[src/rtl/scan_controller_if.sv]
// Word-stream bundle between the debug/test access logic and scan_controller:
// chain image words in, captured chain words out, each with valid/ready.
interface scan_controller_if;
  logic [15:0] InData;
  logic        InValid;
  logic        InReady;
  logic [15:0] OutData;
  logic        OutValid;
  logic        OutReady;

  modport master (
    output InData, InValid, OutReady,
    input  InReady, OutData, OutValid
  );

  modport slave (
    input  InData, InValid, OutReady,
    output InReady, OutData, OutValid
  );
endinterface

[src/rtl/scan_controller.sv]
// Scan-chain host: loads a chain image as 16-bit words, shifts it through Test/SDI
// in one unbroken burst, and returns the SDO capture as words (macro SCAN_CAPTURE_EN).
module scan_controller #(
  parameter int CHAIN_LEN = 128
) (
  input  logic              Clock,
  input  logic              Reset,
  input  logic              Start,
  output logic              Busy,
  output logic              Done,
  output logic              Test,
  output logic              SDI,
  input  logic              SDO,
  scan_controller_if.slave  bus
);
  localparam int WORDS  = CHAIN_LEN / 16;
  localparam int WCNT_W = $clog2(WORDS + 1);
  localparam int BCNT_W = (CHAIN_LEN > 1) ? $clog2(CHAIN_LEN) : 1;
  localparam logic [WCNT_W-1:0] WORD_LAST = WCNT_W'(WORDS - 1);
  localparam logic [BCNT_W-1:0] BIT_LAST  = BCNT_W'(CHAIN_LEN - 1);

  typedef enum logic [2:0] {IDLE, LOAD, SHIFT, UNLOAD, FIN} state_e;

  state_e                state_q, state_d;
  logic [WCNT_W-1:0]     word_q, word_d;
  logic [BCNT_W-1:0]     bit_q, bit_d;
  logic [CHAIN_LEN-1:0]  buf_q, buf_d;
  logic                  busy_q, busy_d, done_q, done_d, test_q, test_d, sdi_q, sdi_d;
  logic                  inready_q, inready_d, outvalid_q, outvalid_d;
  logic [15:0]           outdata_q, outdata_d;
  logic                  sdo_bit;

`ifdef SCAN_CAPTURE_EN
  assign sdo_bit = SDO;
`else
  logic unused_inputs;
  assign unused_inputs = SDO ^ bus.OutReady;
  assign sdo_bit       = 1'b0;
`endif

  always_comb begin
    state_d = state_q;
    word_d  = word_q;
    bit_d   = bit_q;
    buf_d   = buf_q;
    case (state_q)
      IDLE: if (Start) begin
        state_d = LOAD;
        word_d  = '0;
        bit_d   = '0;
      end
      LOAD: if (bus.InValid && inready_q) begin
        buf_d  = {bus.InData, buf_q[CHAIN_LEN-1:16]};
        word_d = word_q + 1'b1;
        if (word_q == WORD_LAST) begin
          state_d = SHIFT;
          bit_d   = '0;
        end
      end
      SHIFT: begin
        buf_d = {sdo_bit, buf_q[CHAIN_LEN-1:1]};
        bit_d = bit_q + 1'b1;
        if (bit_q == BIT_LAST) begin
          bit_d  = '0;
          word_d = '0;
`ifdef SCAN_CAPTURE_EN
          state_d = UNLOAD;
`else
          state_d = FIN;
`endif
        end
      end
`ifdef SCAN_CAPTURE_EN
      UNLOAD: if (outvalid_q && bus.OutReady) begin
        buf_d  = buf_q >> 16;
        word_d = word_q + 1'b1;
        if (word_q == WORD_LAST) state_d = FIN;
      end
`endif
      FIN:     state_d = IDLE;
      default: state_d = IDLE;
    endcase

    // Outputs are registered from the next state so none is combinational from inputs
    busy_d    = (state_d != IDLE);
    done_d    = (state_d == FIN);
    test_d    = (state_d == SHIFT);
    sdi_d     = (state_d == SHIFT) && buf_d[0];
    inready_d = (state_d == LOAD);
`ifdef SCAN_CAPTURE_EN
    outvalid_d = (state_d == UNLOAD);
`else
    outvalid_d = 1'b0;
`endif
    outdata_d = outvalid_d ? buf_d[15:0] : 16'h0000;
  end

  always_ff @(posedge Clock or posedge Reset) begin
    if (Reset) begin
      state_q    <= IDLE;
      word_q     <= '0;
      bit_q      <= '0;
      busy_q     <= 1'b0;
      done_q     <= 1'b0;
      test_q     <= 1'b0;
      sdi_q      <= 1'b0;
      inready_q  <= 1'b0;
      outvalid_q <= 1'b0;
      outdata_q  <= 16'h0000;
    end else begin
      state_q    <= state_d;
      word_q     <= word_d;
      bit_q      <= bit_d;
      busy_q     <= busy_d;
      done_q     <= done_d;
      test_q     <= test_d;
      sdi_q      <= sdi_d;
      inready_q  <= inready_d;
      outvalid_q <= outvalid_d;
      outdata_q  <= outdata_d;
    end
  end

  // Chain image is pure data and carries no reset
  always_ff @(posedge Clock) begin
    buf_q <= buf_d;
  end

  assign Busy         = busy_q;
  assign Done         = done_q;
  assign Test         = test_q;
  assign SDI          = sdi_q;
  assign bus.InReady  = inready_q;
  assign bus.OutValid = outvalid_q;
  assign bus.OutData  = outdata_q;
endmodule

[src/flat_wrapper.sv]
// flat-port wrapper written by rule: the top's interface ports become plain ports
module scan_controller_flat 
#(
  parameter int CHAIN_LEN = 128
)
  (Clock, Reset, Start, Busy, Done, Test, SDI, SDO, bus_InData, bus_InValid, bus_OutReady, bus_InReady, bus_OutData, bus_OutValid);
  scan_controller_if bus_i ();
  input  logic Clock;
  input  logic Reset;
  input  logic Start;
  output logic Busy;
  output logic Done;
  output logic Test;
  output logic SDI;
  input  logic SDO;
  input wire logic [$bits(bus_i.InData)-1:0] bus_InData;
  input wire logic [$bits(bus_i.InValid)-1:0] bus_InValid;
  input wire logic [$bits(bus_i.OutReady)-1:0] bus_OutReady;
  output wire logic [$bits(bus_i.InReady)-1:0] bus_InReady;
  output wire logic [$bits(bus_i.OutData)-1:0] bus_OutData;
  output wire logic [$bits(bus_i.OutValid)-1:0] bus_OutValid;
  assign bus_i.InData = bus_InData;
  assign bus_i.InValid = bus_InValid;
  assign bus_i.OutReady = bus_OutReady;
  assign bus_InReady = bus_i.InReady;
  assign bus_OutData = bus_i.OutData;
  assign bus_OutValid = bus_i.OutValid;
  scan_controller #(.CHAIN_LEN(CHAIN_LEN)) u_core (.Clock(Clock), .Reset(Reset), .Start(Start), .Busy(Busy), .Done(Done), .Test(Test), .SDI(SDI), .SDO(SDO), .bus(bus_i));
endmodule
[config.mk]
export PLATFORM = sky130hd
export DESIGN_NAME = scan_controller_flat
export DESIGN_NICKNAME = d
export VERILOG_FILES = /design/src/rtl/scan_controller_if.sv /design/src/rtl/scan_controller.sv /design/src/flat_wrapper.sv
export SDC_FILE = /design/constraint.sdc
export NUM_CORES = 1
export LEC_CHECK = 0
export ABC_AREA = 1
export BUFFER_PORTS_ARGS = -buffer_cell sky130_fd_sc_hd__buf_4
export CORE_AREA = 2 2 132 96
export DETAILED_ROUTE_END_ITERATION = 7
export DIE_AREA = 0 0 134 98
export GPL_TIMING_DRIVEN = 1
export PLACE_DENSITY = 0.77
export REMOVE_ABC_BUFFERS = 1
export SETUP_SLACK_MARGIN = 0.15
export SYNTH_ARGS = -nofsm -noshare
export SYNTH_HDL_FRONTEND = slang
export SYNTH_SLANG_ARGS = --single-unit
[constraint.sdc]
create_clock -name Clock -period 11.9 [get_ports Clock]
set_clock_uncertainty 0.05 [all_clocks]
set_input_delay 1.19 -clock Clock [delete_from_list [all_inputs] [get_ports Clock]]
set_output_delay 1.19 -clock Clock [all_outputs]
set_load 0.1 [all_outputs]
### After elaboration in Yosys (flattened, before gate mapping)

Cells that the tools add are included.

* bits in registers: 147
* output and inout bits: 22

* $add $sub $neg: 2
* eq/ne operators: 11
* mux-type cells: 16
* reduce and logical (&&, ||, !) cells: 9

Operator list (number)
* 128-bit one-hot mux with 2 select lines: 1
* 128-bit 2-to-1 mux: 1
* 7-bit 2-to-1 mux: 4
* 7-bit one-hot mux with 3 select lines: 1
* 3-bit 2-to-1 mux: 4
* 4-bit 2-to-1 mux: 3
* 4-bit one-hot mux with 3 select lines: 1
* 3-bit one-hot mux with 3 select lines: 1
* 4-bit AND reduction: 2
* 7-bit by 1-bit adder with 7-bit output, second input constant: 1
* 7-bit == test, second input constant: 1
* 3-bit by 1-bit == test with 1-bit output, second input constant: 2
* 3-bit by 2-bit == test with 1-bit output, second input constant: 2
* 2-bit by 1-bit inequality test with 1-bit output, second input constant: 3
* 3-bit nonzero test: 2
* 4-bit by 1-bit adder with 4-bit output, second input constant: 1
* 4-bit by 3-bit == test with 1-bit output, second input constant: 1
* 3-bit == test, second input constant: 1
* 3-bit logical NOT: 1
* 1-bit logical AND: 2
* 2-bit inequality test, second input constant: 1
* 2-bit AND reduction: 1
* 2-bit nonzero test: 1

### Depth between registers and ports, before layout

Gate-level depths: netlist of the first run.

* depth in word-level cells: 6
* mapped depth: 8
* mapped depth without buffers: 8

### Worst setup path before layout of the first run

Ideal clock, no wire load.

* path type: in2reg
* start: in bus_InValid
* end: reg u_core.buf_q[100] (enable)
* setup time: 0.480 ns
* arrival time: 4.057 ns
* path slack: 7.312 ns
* stages on the path: 4
* path buffers: 0
* cell sequence: nand2_1 -> inv_2 -> o21ai_0 -> inv_1

* longest elaborated chain between the ends: 3

RTL lines
* start: declaration: line flat_wrapper.sv:17 `input wire logic [$bits(bus_i.InValid)-1:0] bus_InValid;`
* 1-bit logical AND: line scan_controller.sv:52 `LOAD: if (bus.InValid && inready_q) begin`
* 2-bit by 1-bit inequality test with 1-bit output (no source line)
* 2-bit AND reduction (no source line)
* end signal: assignment: line scan_controller.sv:126 `buf_q <= buf_d;`
* end: declaration: line scan_controller.sv:27 `logic [CHAIN_LEN-1:0] buf_q, buf_d;`

Every way passes these cells.
A chain may end at the register's enable or synchronous reset.

### Final worst setup path of the first run

* start: in bus_InValid
* end: reg u_core.buf_q[17] (enable)

Same word-level chain as after synthesis.

==> impl_metrics.ini, run 1 <==
[status]
status = complete, no violations

[yosys]
ys_seq_area_frac = 0.617
post_synth_num_cell_types = 28
yosysWarnings = 0
ys_ff_latch = 147
syn_inst = 577
syn_area_per_cell_um2 = 12.1
netlist_area_um2 = 6980

[global_routing]
grt_pass1_vias = 3938
grt_max_degree = 84
grt_busiest_layer = met2
track_usage = 0.177
antenna_found_initial = 0
grt_pass1_wl_mm = 18.4
met2_usage = 0.270
grtUsageMet1 = 0.246
grtUsageMet3 = 0.0431
overflow = 0

[finish]
stdcell_count = 769
area_delta_synth_final_pct = 10.7
postLayoutCellArea_um2 = 7730
drive_gt1_frac = 0.247
fin_nets = 618
num_antenna_cells = 0

[clock_network]
hold_buffers = 0
cts_max_path_buffers = 2
cts_setup_buffers = 0
clock_sink_count = 147
h-tree-depth = 4
cts_repair_resize_count = 0
cts.clk_slew.worst_paths_ns = 0.06
cts_tree = built
insertion_delay_ns = 0.42
cts-root-buf = clkbuf_16
cts_buffers = 17

[route]
antenna_left = 0
wl_per_cell_um = 14.6
route.detailed.drc = 0
wirelength_mm = 11.2
dr.first_iter.drc_count = 390
via_per_inst = 5.30
dr.pass1.iters = 5
vias = 4079

[pwr]
leakage_nw = 3.14
peakVddDrop_mv = 0.199
powerDensity_nw_per_um2 = 262
total_power_w = 0.00202

[floorplanning]
ios = 44
die_h_um = 98
die-area_um2 = 13100
core-area_um2 = 12000
die_w_um = 134
rows = 34
start_util = 0.584

[sta]
maxSlewViolCount = 0
report.final.hold_viol_count = 0
fin_crit_sh = 0.282
max_slew_margin = 0.279
fin_crit_ns = 3.35
setup_slack_ns = 8.55
worst_pin_slew_ns = 1.08
max_freq_ghz = 0.298
setup_viol = 0
tns_ns = 0
rsz0062_at_grt = false

[worst_setup_path]
worst_setup_path_end_kind = register
crit_top_cell = buf_4
crit_type = input port to register
worst-path-max-fanout = 75
critPathLaunchType = input port
slowest_delay_ns = 0.82
cp.arrival_ns = 3.34
critPathBufInv = 4
crit_family = buffers and inverters
path_cells = buf_4 -> nand2_1 -> inv_2 -> o21ai_0 -> inv_4 -> buf_4
crit_slowest_cell = buf_4
cp.required_ns = 11.89

[placed_design]
dpl.cell_count = 737
port_buffers = 24
place.gp.congestion = 0.820
place_area_um2 = 7110
dp_hpwl_mm = 6.71
pre_cts_ws_ns = 8.11

[hold_path]
hp-class = register to register

[job]
maxCapViolations = 0
## per-stage QoR
stage / util / hold WS (ns)
2_1_floorplan: - / 0.414
3_3_place_gp: 0.595 / 0.430
3_5_place_dp: 0.595 / 0.444
4_1_cts: 0.647 / 0.457
5_1_grt: 0.647 / 0.502
6_report: 0.647 / 0.465
## worst min-delay path, stage by stage, from the launching register on
cell	delay (ns)
dfrtp_1	0.37
nand2_1	0.06
nand2_1	0.05
## path summary, 6_finish.rpt
| path | from | to | slack (ns) | cells past startpoint |
|---|---|---|---|---|
| min in group asynchronous | Reset | u_core.bit_q[0] | 0.85 | 2 |
| hold / removal | u_core.word_q[3] | u_core.word_q[3] | 0.47 | 2 |
| max in group asynchronous | Reset | u_core.bit_q[3] | 10.49 | 2 |
| setup reg to reg | u_core.state_q[0] | u_core.buf_q[17] | 8.73 | 6 |
| hold reg to reg | u_core.word_q[3] | u_core.word_q[3] | 0.47 | 2 |
| setup / recovery | bus_InValid | u_core.buf_q[17] | 8.55 | 6 |
## area by class of cell
cell class,count,area (um^2)
Clock buffer,18,429
Clock inverter,14,188
Fill cell,889,4220
Inverter,131,497
Multi-Input combinational cell,270,1900
Sequential cell,147,4310
Tap cell,162,203
Timing Repair Buffer,27,203
## flip-flops by register name, indices dropped and copies added, names as in the netlist
name and flops:
u_core.bit_q 7, u_core.word_q 4, u_core.state_q 3, u_core.Done 1
u_core.buf_q 128, u_core.SDI 1, u_core.Busy 1, u_core.bus.InReady 1
u_core.Test 1
## cell families after synthesis
kind of cell             after synthesis  share of synthesized area
AO/OA/AOI/OAI                        132                      0.184
adder cells (fa/ha/maj)                2                    0.00358
buffers and inverters                176                      0.120
flip-flops                           147                      0.617
other                                  1                   0.000537
AND/OR/NAND/NOR                      119                     0.0749
## synth_stat cells, drive strengths merged
library cell,count,area (um^2)
inv,131,494
edfxtp,127,3810
o22ai,97,1110
nand2,64,258
buf,41,320
o21ai,33,165
nand3,28,140
nor2,20,82.6
dfrtp,19,475
clkbuf,4,22.5
nand4,4,25.0
ha,2,25.0
or2,2,12.5
a21oi,1,5.00
conb,1,3.75
dfxtp,1,20.0
nor3,1,5.00
o21bai,1,7.51
## power by group
part	total (W)	internal, W	switching [W]
registers	0.000912	0.000854	0.0000578
clock network	0.000556	0.000349	0.000206
logic	0.000556	0.000147	0.000409
## layer usage
| metal | up-vias | share of wire |
|---|---|---|
| met5 | - | 0 |
| met4 | 0 | 0.017 |
| met3 | 20 | 0.038 |
| met2 | 82 | 0.47 |
| met1 | 1988 | 0.48 |
| li1 | 1989 | - |
## layout by cell type, fill, tap and decap left out, types with 3 or more instances in the layout
cell type,netlist,layout
o22ai_1,17,17
nand3_1,28,28
dfrtp_1,19,19
inv_1,128,127
clkinvlp_4,0,4
clkinv_2,0,4
conb_1,1,17
nand4_1,4,4
edfxtp_1,127,127
o22ai_2,80,80
clkbuf_16,0,17
nand2_1,61,61
buf_4,21,27
nor2_2,3,3
nand2_4,2,3
nor2_1,17,17
o21ai_0,32,32
bufinv_16,0,4
Note: power is estimated with default switching activity, not from simulation.
==> inputs of run 2 (changes only) <==
==> constraint.sdc (replaced) <==
create_clock -name Clock -period 3.2 [get_ports Clock]
set_clock_uncertainty 0.05 [all_clocks]
set_input_delay 0.32 -clock Clock [delete_from_list [all_inputs] [get_ports Clock]]
set_output_delay 0.32 -clock Clock [all_outputs]
set_load 0.1 [all_outputs]
==> run 2 against run 1 <==
Net effect:
- wire length increased by 2.0%
- via count about the same
- global-route usage grew 0.24 points
- sequential cell count stayed put
- utilization rose by 0.92 points
- first-iteration DRC count down 2.1%
- clock-buffer cell count is 1 higher
- sequential share of layout area decreased by 0.78 points
- die area is the same
- total power grew to 3.8 times the previous value
- register-to-register slack worse by 7.6 ns
==> impl_metrics.ini, run 2 (synthesis results as in run 1) <==
[pwr]
powerDensity_nw_per_um2 = 976
leakage_nw = 3.20
total_power_w = 0.00765
peakVddDrop_mv = 0.515

[floorplanning]
rows = 34
start_util = 0.584
ios = 44
die_h_um = 98
die_w_um = 134
die-area_um2 = 13100
core-area_um2 = 12000

[worst_setup_path]
cp.required_ns = 3.25
worst-path-max-fanout = 42
slowest_delay_ns = 0.43
crit_slowest_cell = dfrtp_1
worst_setup_path_end_kind = register
crit_type = register to register
path_cells = nor2_2 -> nand2_4 -> nand2_1 -> o21ai_0 -> inv_4 -> buf_12
critPathLaunchType = register
cp.arrival_ns = 2.17

[placed_design]
dp_hpwl_mm = 7.06
place.gp.congestion = 0.825
port_buffers = 24
dpl.cell_count = 744

[route]
dr.pass1.iters = 5
vias = 4081
wl_per_cell_um = 14.8
wirelength_mm = 11.5
antenna_left = 0
route.detailed.drc = 0
dr.first_iter.drc_count = 382
via_per_inst = 5.25

[sta]
report.final.hold_viol_count = 0
fin_crit_ns = 2.12
worst_pin_slew_ns = 1.04
setup_viol = 0
max_freq_ghz = 0.472
hold_slack_ns = 0.134
fin_crit_sh = 0.662
tns_ns = 0
maxSlewViolCount = 0
rsz0062_at_grt = false
max_slew_margin = 0.309

[global_routing]
grt_pass1_wl_mm = 18.3
grt_max_degree = 79
grt_pass1_vias = 3785
antenna_found_initial = 0
overflow = 0
track_usage = 0.179

[clock_network]
cts_max_path_buffers = 2
cts-root-buf = clkbuf_16
h-tree-depth = 4
cts_buffers = 17
cts_setup_buffers = 0
insertion_delay_ns = 0.42
clock_sink_count = 147
cts.clk_slew.worst_paths_ns = 0.06
cts_tree = built
hold_buffers = 1
cts_repair_resize_count = 0

[finish]
layout_common_cells = inv_1 (127), edfxtp_1 (127), o22ai_2 (80), nand2_1 (61), o21ai_0 (32)
num_antenna_cells = 0
drive_gt1_frac = 0.255
largest_register = u_core.buf_q
area_delta_synth_final_pct = 12.3
largest_reg_flops = 128
reg.largest.list = u_core.buf_q x128, u_core.bit_q x7, u_core.word_q x4
stdcell_count = 777
fin_nets = 626

[job]
maxCapViolations = 0

[status]
status = complete, no violations

[hold_path]
hp-class = input port to register
==> run 2: metrics by stage <==
stage | worst slack, ns | util | area, um^2
global placement | 1.17 | 0.603 | 7200
finish | 1.08 | 0.656 | 7840
detailed placement | 1.10 | 0.603 | 7200
CTS | 1.08 | 0.656 | 7840
floorplan | -2.02 | - | 6700
global route | 0.973 | 0.656 | 7840
==> run 2: worst paths after layout <==
check,from,end,slack [ns],cells past startpoint
worst max-delay path,u_core.state_q[0],u_core.buf_q[27],1.08,6
worst min-delay path,Start,u_core.bus.InReady,0.13,3
worst max register to register,u_core.state_q[0],u_core.buf_q[27],1.08,6
worst min register to register,u_core.bit_q[6],u_core.bit_q[6],0.46,2
max in group asynchronous,Reset,u_core.word_q[3],2.10,3
min in group asynchronous,Reset,u_core.bit_q[6],0.54,3
==> run 2: cell type report <==
class                           instances  area [um^2]
Tap cell                              162          203
Timing Repair Buffer                   35          303
Inverter                              131          497
Multi-Input combinational cell        270         1900
Clock inverter                         13          184
Clock buffer                           19          443
Sequential cell                       147         4310
Fill cell                             858         4110
==> run 2: where the power goes <==
| part | switching [W] | internal, W |
|---|---|---|
| logic | 0.00155 | 0.000633 |
| clock network | 0.000769 | 0.00132 |
| registers | 0.000215 | 0.00316 |
==> run 2: worst max-delay path: cells and delay by family, from the launching register on <==
kind	cells	cell delay, ns
AOI/OAI and AO/OA	1	0.14
buffers and inverters	2	0.71
DFF	1	0.43
and+or+nand+nor	3	0.44
==> run 2: per-layer routing <==
layer  vias up  track usage  wire [um]
li1       2007            -          -
met1      1978        0.255       5500
met2        80        0.261       5340
met3        16       0.0452        455
met4         0       0.0843        165
met5         -            0          0
